--- src/rtl/ysyx_22050550_dcache_pkg.sv ---
// Shared constants and types for the direct-mapped, write-through data cache.
// Holds geometry, AXI encodings, FSM state encoding and the latched request record.
package ysyx_22050550_dcache_pkg;

    localparam int ADDR_W  = 64;
    localparam int NSET    = 16;
    localparam int LINE_DW = 2;

    localparam int OFF_W   = $clog2(LINE_DW);
    localparam int IDX_W   = $clog2(NSET);
    localparam int IDX_LSB = 3 + OFF_W;
    localparam int TAG_LSB = 3 + OFF_W + IDX_W;
    localparam int TAG_W   = ADDR_W - TAG_LSB;

    localparam logic [1:0] AXI_BURST_INCR = 2'b01;
    localparam logic [2:0] AXI_SIZE_8B    = 3'd3;
    localparam logic [7:0] AXI_LEN_LINE   = 8'(LINE_DW - 1);
    localparam logic [7:0] AXI_LEN_SINGLE = 8'd0;

    typedef logic [IDX_W-1:0] idx_t;
    typedef logic [TAG_W-1:0] tag_t;
    typedef logic [OFF_W-1:0] off_t;

    typedef enum logic [2:0] {
        S_IDLE,
        S_LOOKUP,
        S_AR,
        S_R,
        S_AW,
        S_W,
        S_B,
        S_DONE
    } state_e;

    typedef struct packed {
        logic              op;
        logic [ADDR_W-1:0] addr;
        logic [63:0]       wdata;
        logic [7:0]        wmask;
    } req_t;

endpackage

--- src/rtl/ysyx_22050550_dcache_if.sv ---
// LSU request port and AXI4 master port of the data cache.
// The cache uses lsu_if.slave and axi_if.master.
interface ysyx_22050550_dcache_lsu_if;
    import ysyx_22050550_dcache_pkg::*;

    logic              io_Cache_valid;
    logic              io_Cache_op;
    logic [ADDR_W-1:0] io_Cache_addr;
    logic [63:0]       io_Cache_wdata;
    logic [7:0]        io_Cache_wmask;
    logic [63:0]       io_Cache_data;
    logic              io_Cache_dataok;

    modport master (
        output io_Cache_valid, io_Cache_op, io_Cache_addr, io_Cache_wdata, io_Cache_wmask,
        input  io_Cache_data, io_Cache_dataok
    );

    modport slave (
        input  io_Cache_valid, io_Cache_op, io_Cache_addr, io_Cache_wdata, io_Cache_wmask,
        output io_Cache_data, io_Cache_dataok
    );
endinterface

interface ysyx_22050550_dcache_axi_if;
    import ysyx_22050550_dcache_pkg::*;

    logic              io_ar_valid;
    logic              io_ar_ready;
    logic [ADDR_W-1:0] io_ar_addr;
    logic [7:0]        io_ar_len;
    logic [2:0]        io_ar_size;
    logic [1:0]        io_ar_burst;
    logic              io_r_valid;
    logic              io_r_ready;
    logic [63:0]       io_r_rdata;
    logic              io_r_rlast;
    logic              io_aw_valid;
    logic              io_aw_ready;
    logic [ADDR_W-1:0] io_aw_addr;
    logic [7:0]        io_aw_len;
    logic [2:0]        io_aw_size;
    logic [1:0]        io_aw_burst;
    logic              io_w_valid;
    logic              io_w_ready;
    logic [63:0]       io_w_data;
    logic [7:0]        io_w_strb;
    logic              io_w_last;
    logic              io_b_valid;
    logic              io_b_ready;

    modport master (
        output io_ar_valid, io_ar_addr, io_ar_len, io_ar_size, io_ar_burst,
        input  io_ar_ready,
        input  io_r_valid, io_r_rdata, io_r_rlast,
        output io_r_ready,
        output io_aw_valid, io_aw_addr, io_aw_len, io_aw_size, io_aw_burst,
        input  io_aw_ready,
        output io_w_valid, io_w_data, io_w_strb, io_w_last,
        input  io_w_ready,
        input  io_b_valid,
        output io_b_ready
    );

    modport slave (
        input  io_ar_valid, io_ar_addr, io_ar_len, io_ar_size, io_ar_burst,
        output io_ar_ready,
        output io_r_valid, io_r_rdata, io_r_rlast,
        input  io_r_ready,
        input  io_aw_valid, io_aw_addr, io_aw_len, io_aw_size, io_aw_burst,
        output io_aw_ready,
        input  io_w_valid, io_w_data, io_w_strb, io_w_last,
        output io_w_ready,
        output io_b_valid,
        input  io_b_ready
    );
endinterface

--- src/rtl/ysyx_22050550_dcache_array.sv ---
// Valid/tag/data storage for the data cache: combinational read of one set,
// byte-masked store merge, per-beat line fill, and valid set/clear.
module ysyx_22050550_dcache_array
    import ysyx_22050550_dcache_pkg::*;
(
    input  logic                     clock,
    input  logic                     reset,
    input  idx_t                     i_idx,
    output logic                     o_valid,
    output tag_t                     o_tag,
    output logic [LINE_DW-1:0][63:0] o_line,
    input  logic                     i_wr_en,
    input  off_t                     i_wr_word,
    input  logic [63:0]              i_wr_data,
    input  logic [7:0]               i_wr_mask,
    input  logic                     i_fill_en,
    input  off_t                     i_fill_word,
    input  logic [63:0]              i_fill_data,
    input  logic                     i_set_valid,
    input  tag_t                     i_set_tag,
    input  logic                     i_clr_valid
);

    logic [NSET-1:0]           r_valid;
    tag_t                      r_tag  [NSET];
    logic [LINE_DW-1:0][63:0]  r_data [NSET];

    assign o_valid = r_valid[i_idx];
    assign o_tag   = r_tag[i_idx];
    assign o_line  = r_data[i_idx];

    always_ff @(posedge clock or negedge reset) begin
        if (!reset) begin
            r_valid <= '0;
        end else begin
            if (i_clr_valid) r_valid[i_idx] <= 1'b0;
            if (i_set_valid) r_valid[i_idx] <= 1'b1;
        end
    end

    // NOTE: tag and data arrays have no reset; the valid bits alone decide whether they are trusted.
    always_ff @(posedge clock) begin
        if (i_set_valid) r_tag[i_idx] <= i_set_tag;
        if (i_fill_en) r_data[i_idx][i_fill_word] <= i_fill_data;
        if (i_wr_en) begin
            for (int b = 0; b < 8; b++) begin
                if (i_wr_mask[b]) r_data[i_idx][i_wr_word][8*b +: 8] <= i_wr_data[8*b +: 8];
            end
        end
    end

endmodule

--- src/rtl/ysyx_22050550_dcache.sv ---
// Direct-mapped, write-through, no-write-allocate data cache between the LSU and AXI4.
// Reads refill a whole line with one INCR burst; writes go out as single-beat transactions.
module ysyx_22050550_dcache
    import ysyx_22050550_dcache_pkg::*;
(
    input  logic                        clock,
    input  logic                        reset,
    ysyx_22050550_dcache_lsu_if.slave   lsu,
    ysyx_22050550_dcache_axi_if.master  axi
);

    state_e r_state;
    state_e w_next;
    req_t   r_req;
    off_t   r_cnt;

    idx_t                     w_idx;
    tag_t                     w_tag;
    off_t                     w_word;
    logic                     w_arr_valid;
    tag_t                     w_arr_tag;
    logic [LINE_DW-1:0][63:0] w_arr_line;
    logic                     w_hit;
    logic                     w_last_beat;
    logic                     w_clr;
    logic                     w_wr;
    logic                     w_fill;
    logic                     w_set;

    assign w_idx       = r_req.addr[IDX_LSB +: IDX_W];
    assign w_tag       = r_req.addr[ADDR_W-1:TAG_LSB];
    assign w_word      = r_req.addr[3 +: OFF_W];
    assign w_hit       = w_arr_valid && (w_arr_tag == w_tag);
    assign w_last_beat = (r_cnt == off_t'(LINE_DW - 1));

    ysyx_22050550_dcache_array u_array (
        .clock       (clock),
        .reset       (reset),
        .i_idx       (w_idx),
        .o_valid     (w_arr_valid),
        .o_tag       (w_arr_tag),
        .o_line      (w_arr_line),
        .i_wr_en     (w_wr),
        .i_wr_word   (w_word),
        .i_wr_data   (r_req.wdata),
        .i_wr_mask   (r_req.wmask),
        .i_fill_en   (w_fill),
        .i_fill_word (r_cnt),
        .i_fill_data (axi.io_r_rdata),
        .i_set_valid (w_set),
        .i_set_tag   (w_tag),
        .i_clr_valid (w_clr)
    );

    // NOTE: state registers use non-blocking assignments so every flop samples pre-edge values.
    always_ff @(posedge clock or negedge reset) begin
        if (!reset) begin
            r_state <= S_IDLE;
            r_req   <= '0;
            r_cnt   <= '0;
        end else begin
            r_state <= w_next;
            if (r_state == S_IDLE && lsu.io_Cache_valid) begin
                r_req <= '{op:    lsu.io_Cache_op,
                           addr:  lsu.io_Cache_addr,
                           wdata: lsu.io_Cache_wdata,
                           wmask: lsu.io_Cache_wmask};
            end
            if (r_state == S_R && axi.io_r_valid) r_cnt <= r_cnt + off_t'(1);
        end
    end

    // NOTE: every signal driven here gets a default first, so no case path infers a latch.
    always_comb begin
        w_next = r_state;
        w_clr  = 1'b0;
        w_wr   = 1'b0;
        w_fill = 1'b0;
        w_set  = 1'b0;
        unique case (r_state)
            S_IDLE:   if (lsu.io_Cache_valid) w_next = S_LOOKUP;
            S_LOOKUP: begin
                if (r_req.op) begin
                    w_next = S_AW;
                    w_wr   = w_hit;
                end else if (w_hit) begin
                    w_next = S_DONE;
                end else begin
                    w_next = S_AR;
                    w_clr  = 1'b1;
                end
            end
            S_AR:     if (axi.io_ar_ready) w_next = S_R;
            S_R: begin
                if (axi.io_r_valid) begin
                    w_fill = 1'b1;
                    if (w_last_beat) begin
                        w_set  = 1'b1;
                        w_next = S_DONE;
                    end
                end
            end
            S_AW:     if (axi.io_aw_ready) w_next = S_W;
            S_W:      if (axi.io_w_ready) w_next = S_B;
            S_B:      if (axi.io_b_valid) w_next = S_DONE;
            S_DONE:   w_next = S_IDLE;
            default:  w_next = S_IDLE;
        endcase
    end

    assign axi.io_ar_valid = (r_state == S_AR);
    assign axi.io_ar_addr  = {r_req.addr[ADDR_W-1:IDX_LSB], {IDX_LSB{1'b0}}};
    assign axi.io_ar_len   = AXI_LEN_LINE;
    assign axi.io_ar_size  = AXI_SIZE_8B;
    assign axi.io_ar_burst = AXI_BURST_INCR;
    assign axi.io_r_ready  = (r_state == S_R);

    assign axi.io_aw_valid = (r_state == S_AW);
    assign axi.io_aw_addr  = {r_req.addr[ADDR_W-1:3], 3'b000};
    assign axi.io_aw_len   = AXI_LEN_SINGLE;
    assign axi.io_aw_size  = AXI_SIZE_8B;
    assign axi.io_aw_burst = AXI_BURST_INCR;
    assign axi.io_w_valid  = (r_state == S_W);
    assign axi.io_w_data   = r_req.wdata;
    assign axi.io_w_strb   = r_req.wmask;
    assign axi.io_w_last   = 1'b1;
    assign axi.io_b_ready  = (r_state == S_B);

    // Load data is read from the array only after the refill has landed.
    assign lsu.io_Cache_dataok = (r_state == S_DONE);
    assign lsu.io_Cache_data   = (r_state == S_DONE)
                               ? (w_arr_line[w_word] >> {r_req.addr[2:0], 3'b000})
                               : 64'd0;

    a_rlast_on_last_beat: assert property (@(posedge clock) disable iff (!reset)
        (r_state == S_R && axi.io_r_valid && w_last_beat) |-> axi.io_r_rlast);

endmodule

--- src/flat_wrapper.sv ---
// flat-port wrapper written by rule: the top's interface ports become plain ports
module ysyx_22050550_dcache_flat import ysyx_22050550_dcache_pkg::*;
  (clock, reset, lsu_io_Cache_valid, lsu_io_Cache_op, lsu_io_Cache_addr, lsu_io_Cache_wdata, lsu_io_Cache_wmask, lsu_io_Cache_data, lsu_io_Cache_dataok, axi_io_ar_valid, axi_io_ar_addr, axi_io_ar_len, axi_io_ar_size, axi_io_ar_burst, axi_io_ar_ready, axi_io_r_valid, axi_io_r_rdata, axi_io_r_rlast, axi_io_r_ready, axi_io_aw_valid, axi_io_aw_addr, axi_io_aw_len, axi_io_aw_size, axi_io_aw_burst, axi_io_aw_ready, axi_io_w_valid, axi_io_w_data, axi_io_w_strb, axi_io_w_last, axi_io_w_ready, axi_io_b_valid, axi_io_b_ready);
  ysyx_22050550_dcache_lsu_if lsu_i ();
  ysyx_22050550_dcache_axi_if axi_i ();
  input  logic clock;
  input  logic reset;
  input wire logic [$bits(lsu_i.io_Cache_valid)-1:0] lsu_io_Cache_valid;
  input wire logic [$bits(lsu_i.io_Cache_op)-1:0] lsu_io_Cache_op;
  input wire logic [$bits(lsu_i.io_Cache_addr)-1:0] lsu_io_Cache_addr;
  input wire logic [$bits(lsu_i.io_Cache_wdata)-1:0] lsu_io_Cache_wdata;
  input wire logic [$bits(lsu_i.io_Cache_wmask)-1:0] lsu_io_Cache_wmask;
  output wire logic [$bits(lsu_i.io_Cache_data)-1:0] lsu_io_Cache_data;
  output wire logic [$bits(lsu_i.io_Cache_dataok)-1:0] lsu_io_Cache_dataok;
  output wire logic [$bits(axi_i.io_ar_valid)-1:0] axi_io_ar_valid;
  output wire logic [$bits(axi_i.io_ar_addr)-1:0] axi_io_ar_addr;
  output wire logic [$bits(axi_i.io_ar_len)-1:0] axi_io_ar_len;
  output wire logic [$bits(axi_i.io_ar_size)-1:0] axi_io_ar_size;
  output wire logic [$bits(axi_i.io_ar_burst)-1:0] axi_io_ar_burst;
  input wire logic [$bits(axi_i.io_ar_ready)-1:0] axi_io_ar_ready;
  input wire logic [$bits(axi_i.io_r_valid)-1:0] axi_io_r_valid;
  input wire logic [$bits(axi_i.io_r_rdata)-1:0] axi_io_r_rdata;
  input wire logic [$bits(axi_i.io_r_rlast)-1:0] axi_io_r_rlast;
  output wire logic [$bits(axi_i.io_r_ready)-1:0] axi_io_r_ready;
  output wire logic [$bits(axi_i.io_aw_valid)-1:0] axi_io_aw_valid;
  output wire logic [$bits(axi_i.io_aw_addr)-1:0] axi_io_aw_addr;
  output wire logic [$bits(axi_i.io_aw_len)-1:0] axi_io_aw_len;
  output wire logic [$bits(axi_i.io_aw_size)-1:0] axi_io_aw_size;
  output wire logic [$bits(axi_i.io_aw_burst)-1:0] axi_io_aw_burst;
  input wire logic [$bits(axi_i.io_aw_ready)-1:0] axi_io_aw_ready;
  output wire logic [$bits(axi_i.io_w_valid)-1:0] axi_io_w_valid;
  output wire logic [$bits(axi_i.io_w_data)-1:0] axi_io_w_data;
  output wire logic [$bits(axi_i.io_w_strb)-1:0] axi_io_w_strb;
  output wire logic [$bits(axi_i.io_w_last)-1:0] axi_io_w_last;
  input wire logic [$bits(axi_i.io_w_ready)-1:0] axi_io_w_ready;
  input wire logic [$bits(axi_i.io_b_valid)-1:0] axi_io_b_valid;
  output wire logic [$bits(axi_i.io_b_ready)-1:0] axi_io_b_ready;
  assign lsu_i.io_Cache_valid = lsu_io_Cache_valid;
  assign lsu_i.io_Cache_op = lsu_io_Cache_op;
  assign lsu_i.io_Cache_addr = lsu_io_Cache_addr;
  assign lsu_i.io_Cache_wdata = lsu_io_Cache_wdata;
  assign lsu_i.io_Cache_wmask = lsu_io_Cache_wmask;
  assign lsu_io_Cache_data = lsu_i.io_Cache_data;
  assign lsu_io_Cache_dataok = lsu_i.io_Cache_dataok;
  assign axi_io_ar_valid = axi_i.io_ar_valid;
  assign axi_io_ar_addr = axi_i.io_ar_addr;
  assign axi_io_ar_len = axi_i.io_ar_len;
  assign axi_io_ar_size = axi_i.io_ar_size;
  assign axi_io_ar_burst = axi_i.io_ar_burst;
  assign axi_i.io_ar_ready = axi_io_ar_ready;
  assign axi_i.io_r_valid = axi_io_r_valid;
  assign axi_i.io_r_rdata = axi_io_r_rdata;
  assign axi_i.io_r_rlast = axi_io_r_rlast;
  assign axi_io_r_ready = axi_i.io_r_ready;
  assign axi_io_aw_valid = axi_i.io_aw_valid;
  assign axi_io_aw_addr = axi_i.io_aw_addr;
  assign axi_io_aw_len = axi_i.io_aw_len;
  assign axi_io_aw_size = axi_i.io_aw_size;
  assign axi_io_aw_burst = axi_i.io_aw_burst;
  assign axi_i.io_aw_ready = axi_io_aw_ready;
  assign axi_io_w_valid = axi_i.io_w_valid;
  assign axi_io_w_data = axi_i.io_w_data;
  assign axi_io_w_strb = axi_i.io_w_strb;
  assign axi_io_w_last = axi_i.io_w_last;
  assign axi_i.io_w_ready = axi_io_w_ready;
  assign axi_i.io_b_valid = axi_io_b_valid;
  assign axi_io_b_ready = axi_i.io_b_ready;
  ysyx_22050550_dcache u_core (.clock(clock), .reset(reset), .lsu(lsu_i), .axi(axi_i));
endmodule
--- config.mk ---
export PLATFORM = sky130hd
export DESIGN_NAME = ysyx_22050550_dcache_flat
export DESIGN_NICKNAME = d
export VERILOG_FILES = /design/src/rtl/ysyx_22050550_dcache_pkg.sv /design/src/rtl/ysyx_22050550_dcache_if.sv /design/src/rtl/ysyx_22050550_dcache_array.sv /design/src/rtl/ysyx_22050550_dcache.sv /design/src/flat_wrapper.sv
export SDC_FILE = /design/constraint.sdc
export NUM_CORES = 2
export LEC_CHECK = 0
export BUFFER_PORTS_ARGS = -buffer_cell sky130_fd_sc_hd__buf_2
export CAP_MARGIN = 25
export CORE_ASPECT_RATIO = 1.75
export CORE_MARGIN = 10
export CORE_UTILIZATION = 51
export CTS_CLUSTER_SIZE = 30
export DETAILED_ROUTE_END_ITERATION = 6
export PLACE_DENSITY = 0.79
export SLEW_MARGIN = 20
export SYNTH_ARGS = -nofsm -noshare
export SYNTH_HDL_FRONTEND = slang
export SYNTH_SLANG_ARGS = --single-unit
--- constraint.sdc ---
create_clock -name clock -period 6.55 [get_ports clock]
set_input_delay 1.31 -clock clock [delete_from_list [all_inputs] [get_ports clock]]
set_output_delay 1.31 -clock clock [all_outputs]
set_load 0.05 [all_outputs]
==> qor.csv <==
metric,value,unit
syn_inst,6147,
worstPathArrival,5060,ps
final_cells,10330,
clock_path_buffers,4,
clock.fmax,157,MHz
clkTransAtPathRegs,70,ps
drt_iter0_drc,6685,
endpoint_kind,primary output,
ys_async_sr_fraction,5.06,%
overflow,0,
yosysSeqAreaShare,73.5,%
worst_setup_path_start_kind,register,
syn_avg_cell_area,20.4,µm²
fillers,16991,
port_buffers,471,
wl,326000,µm
wl_met2,172000,µm
insertion_delay,880,ps
min_period_over_period,97.3,%
wl_met1,107000,µm
vias,64583,
synth.distinct_cells,73,
powerDensity,448,nW/µm²
hold_viol,0,
rsz0062_at_grt,no,
rows,240,
ys_warn_count,0,
peakVddDrop,681,µV
synth_ff_type,edfxtp_1,
synth_fa_ha_area_share,0,%
cp_max_fo,35,
drv_cap,0,
synthMuxAreaShare,18.8,%
finalWorstSetupSlack,178,ps
htree_num_levels,5,
design_area,143000,µm²
grt_pass1_vias,67924,
dpl.hpwl,210000,µm
pre_cts_ws,764,ps
period_needed,6370,ps
grt_pass1_wl,470000,µm
syn_to_final_growth,13.8,%
fp.dieW,395,µm
status,"finished, violations left",
start_util,51.3,%
synth_edf_count,2944,
cts_tree,built,
cts-root-buf,clkbuf_16,
cts_sinks,3101,
worstSetupPathType,reg2out,
synth_xor_area_share,0.349,%
postCtsResizedCells,0,
slew_headroom,30.6,%
final_max_slew_viol_count,0,
cts_buffers,284,
netlist_area,126000,µm²
wl_met3,28400,µm
grt_antenna_before_repair,21,
synth_compound_area_share,2.92,%
design.core.area,245000,µm²
die_area,267000,µm²
route.detailed.drc,12,
cts_hold_buf,0,
hp-class,in2async,
grt_util_all_layers,23.9,%
wl_per_cell,31.6,µm
placed_cells,9817,
tightest_slew,1010,ps
synth-seq-cells,3101,
highest-signal-layer,met5,
p_leak,47.2,nW
nets,7049,
placed_area,134000,µm²
detail-route-antenna-nets,0,
yosys.area_share.simple,1.50,%
cp.required,5240,ps
setup_violations,0,
post-route-util,58.4,%
drive_gt1_share,36.2,%
final.setup_skew,98.4,ps
place.gp.congestion,0.901,
setup_tns,0,ps
firstDrtPassIters,7,
violations,DRC,
grt_max_degree,110,
io_pins,507,
synth_top_family_by_area,multiplexers,
viasPerCell,6.25,
die_y,676,µm
## stage by stage
step,hold slack (ps),total power (W)
2_1_floorplan,475,0.0401
3_3_place_gp,501,0.0468
3_5_place_dp,506,0.0474
4_1_cts,431,0.0641
5_1_grt,471,0.0658
6_report,454,0.0640
## cell families after synthesis
family	Yosys count
AOI/OAI and AO/OA	592
xor gates and xnor gates	50
buffers and inverters	643
DFF	3101
muxes	1359
other	2
and+or+nand+nor	400
## metal layers
layer	GRT usage, %	up-vias
li1	-	26473
met1	27.0	33590
met4	11.9	20
met3	5.17	851
met5	0	-
met2	42.4	3649
## registers in the layout (all words and copies together), names as in the netlist
name	count
u_core.r_state	3
u_core.r_cnt	1
u_core.u_array.r_valid	16
u_core.axi.io_w_strb	8
u_core.axi.io_w_data	64
u_core.r_req	4
u_core.axi.io_aw_addr	1
u_core.u_array.r_tag	896
u_core.u_array.r_data	2048
u_core.axi.io_ar_addr	60
## area by class of cell
| class | count | area (µm²) | area share (%) |
|---|---|---|---|
| Antenna cell | 8 | 20.0 | 0.0140 |
| Clock buffer | 332 | 7440 | 5.21 |
| Clock inverter | 170 | 1800 | 1.26 |
| Inverter | 32 | 120 | 0.0841 |
| Multi-Input combinational cell | 2435 | 29900 | 20.9 |
| Sequential cell | 3101 | 92400 | 64.7 |
| Tap cell | 3267 | 4090 | 2.86 |
| Timing Repair Buffer | 985 | 7090 | 4.96 |
## placed cells by master (no fill, tap or decap), types with 9 or more instances in the layout
| cell type | instances |
|---|---|
| a221oi_1 | 20 |
| buf_12 | 66 |
| or3_1 | 14 |
| mux2i_1 | 258 |
| xnor2_1 | 19 |
| mux2_2 | 315 |
| clkbuf_16 | 289 |
| o21ai_0 | 54 |
| clkinvlp_4 | 11 |
| buf_4 | 446 |
| nor2_1 | 136 |
| mux4_2 | 762 |
| dfrtp_1 | 150 |
| a311oi_1 | 9 |
| buf_2 | 470 |
| a31oi_1 | 12 |
| inv_6 | 13 |
| a2111oi_0 | 11 |
| a22oi_1 | 58 |
| mux2_1 | 19 |
| xor2_1 | 31 |
| clkinv_2 | 51 |
| nand2b_1 | 9 |
| bufinv_16 | 31 |
| edfxtp_1 | 2944 |
| nor2_4 | 17 |
| clkinv_1 | 48 |
| nand3_2 | 20 |
| a211oi_1 | 23 |
| nand2_1 | 104 |
| o22ai_1 | 44 |
| conb_1 | 34 |
| nand2_2 | 12 |
| nor3_1 | 31 |
| a21oi_1 | 289 |
| a22o_1 | 21 |
| clkbuf_1 | 38 |
| inv_1 | 30 |
| nand3_1 | 14 |
## what timing repair did
item	CTS	global route
buffers inserted	1	0
endpoints found under the setup margin	6	0
endpoints found under the hold margin	0	0
## cells in the mapped netlist (5+ instances only)
cell type,number,area [µm²]
dfrtp_1,157,3930
a22o_1,21,184
o22ai_1,44,275
o22a_1,8,70.1
a21oi_1,289,1450
a22oi_1,58,435
o21ai_0,54,270
inv_1,30,113
a2111oi_0,11,96.3
nand2b_1,9,56.3
a221oi_1,20,175
o32a_1,8,80.1
xor2_1,31,272
buf_1,66,248
a211oi_1,23,173
a31oi_1,12,75.1
and3_1,5,31.3
nor2b_1,9,56.3
mux2i_1,258,2580
mux2_2,315,3550
mux4_2,762,17200
nor2_1,153,574
mux2_1,19,214
xnor2_1,19,166
nand2_1,116,435
nand3_2,16,160
nand4_1,6,37.5
edfxtp_1,2944,88400
buf_2,68,340
a311oi_1,9,78.8
nor3_1,32,160
buf_4,251,1880
nand3_1,19,95.1
or3_1,14,87.6
clkbuf_1,203,762
buf_6,20,225
## power by group
group	leakage (nW)	internal [W]	switching [W]
Combinational	14.2	0.00849	0.0134
Clock	4.52	0.00943	0.00726
Sequential	28.4	0.0236	0.00181
## worst max-delay path, cell delays in order, from the launching register on
cell and delay [ps]:
dfrtp_4 780, buf_12 360, buf_12 270, buf_4 210
mux4_2 550, mux4_2 590, mux2i_1 480, nand2_1 100
o21ai_0 170, mux2_2 220, o22a_1 130, nor2_1 40
buf_2 230
## path summary, 6_finish.rpt
| kind | start | to | slack (ps) | cells past startpoint |
|---|---|---|---|---|
| setup / recovery | u_core.axi.io_ar_addr[4] | lsu_io_Cache_data[23] | 180 | 12 |
| hold / removal | reset | u_core.axi.io_w_data[37] | 450 | 1 |
| setup reg to reg | u_core.axi.io_ar_addr[7] | u_core.u_array.r_data[1][98] | 940 | 12 |
| hold reg to reg | u_core.u_array.r_valid[1] | u_core.u_array.r_valid[1] | 530 | 2 |
| max in group asynchronous | reset | u_core.axi.io_aw_addr[3] | 5010 | 2 |
| min in group clock | u_core.u_array.r_valid[1] | u_core.u_array.r_valid[1] | 530 | 2 |
(Power assumes the default switching activity.)
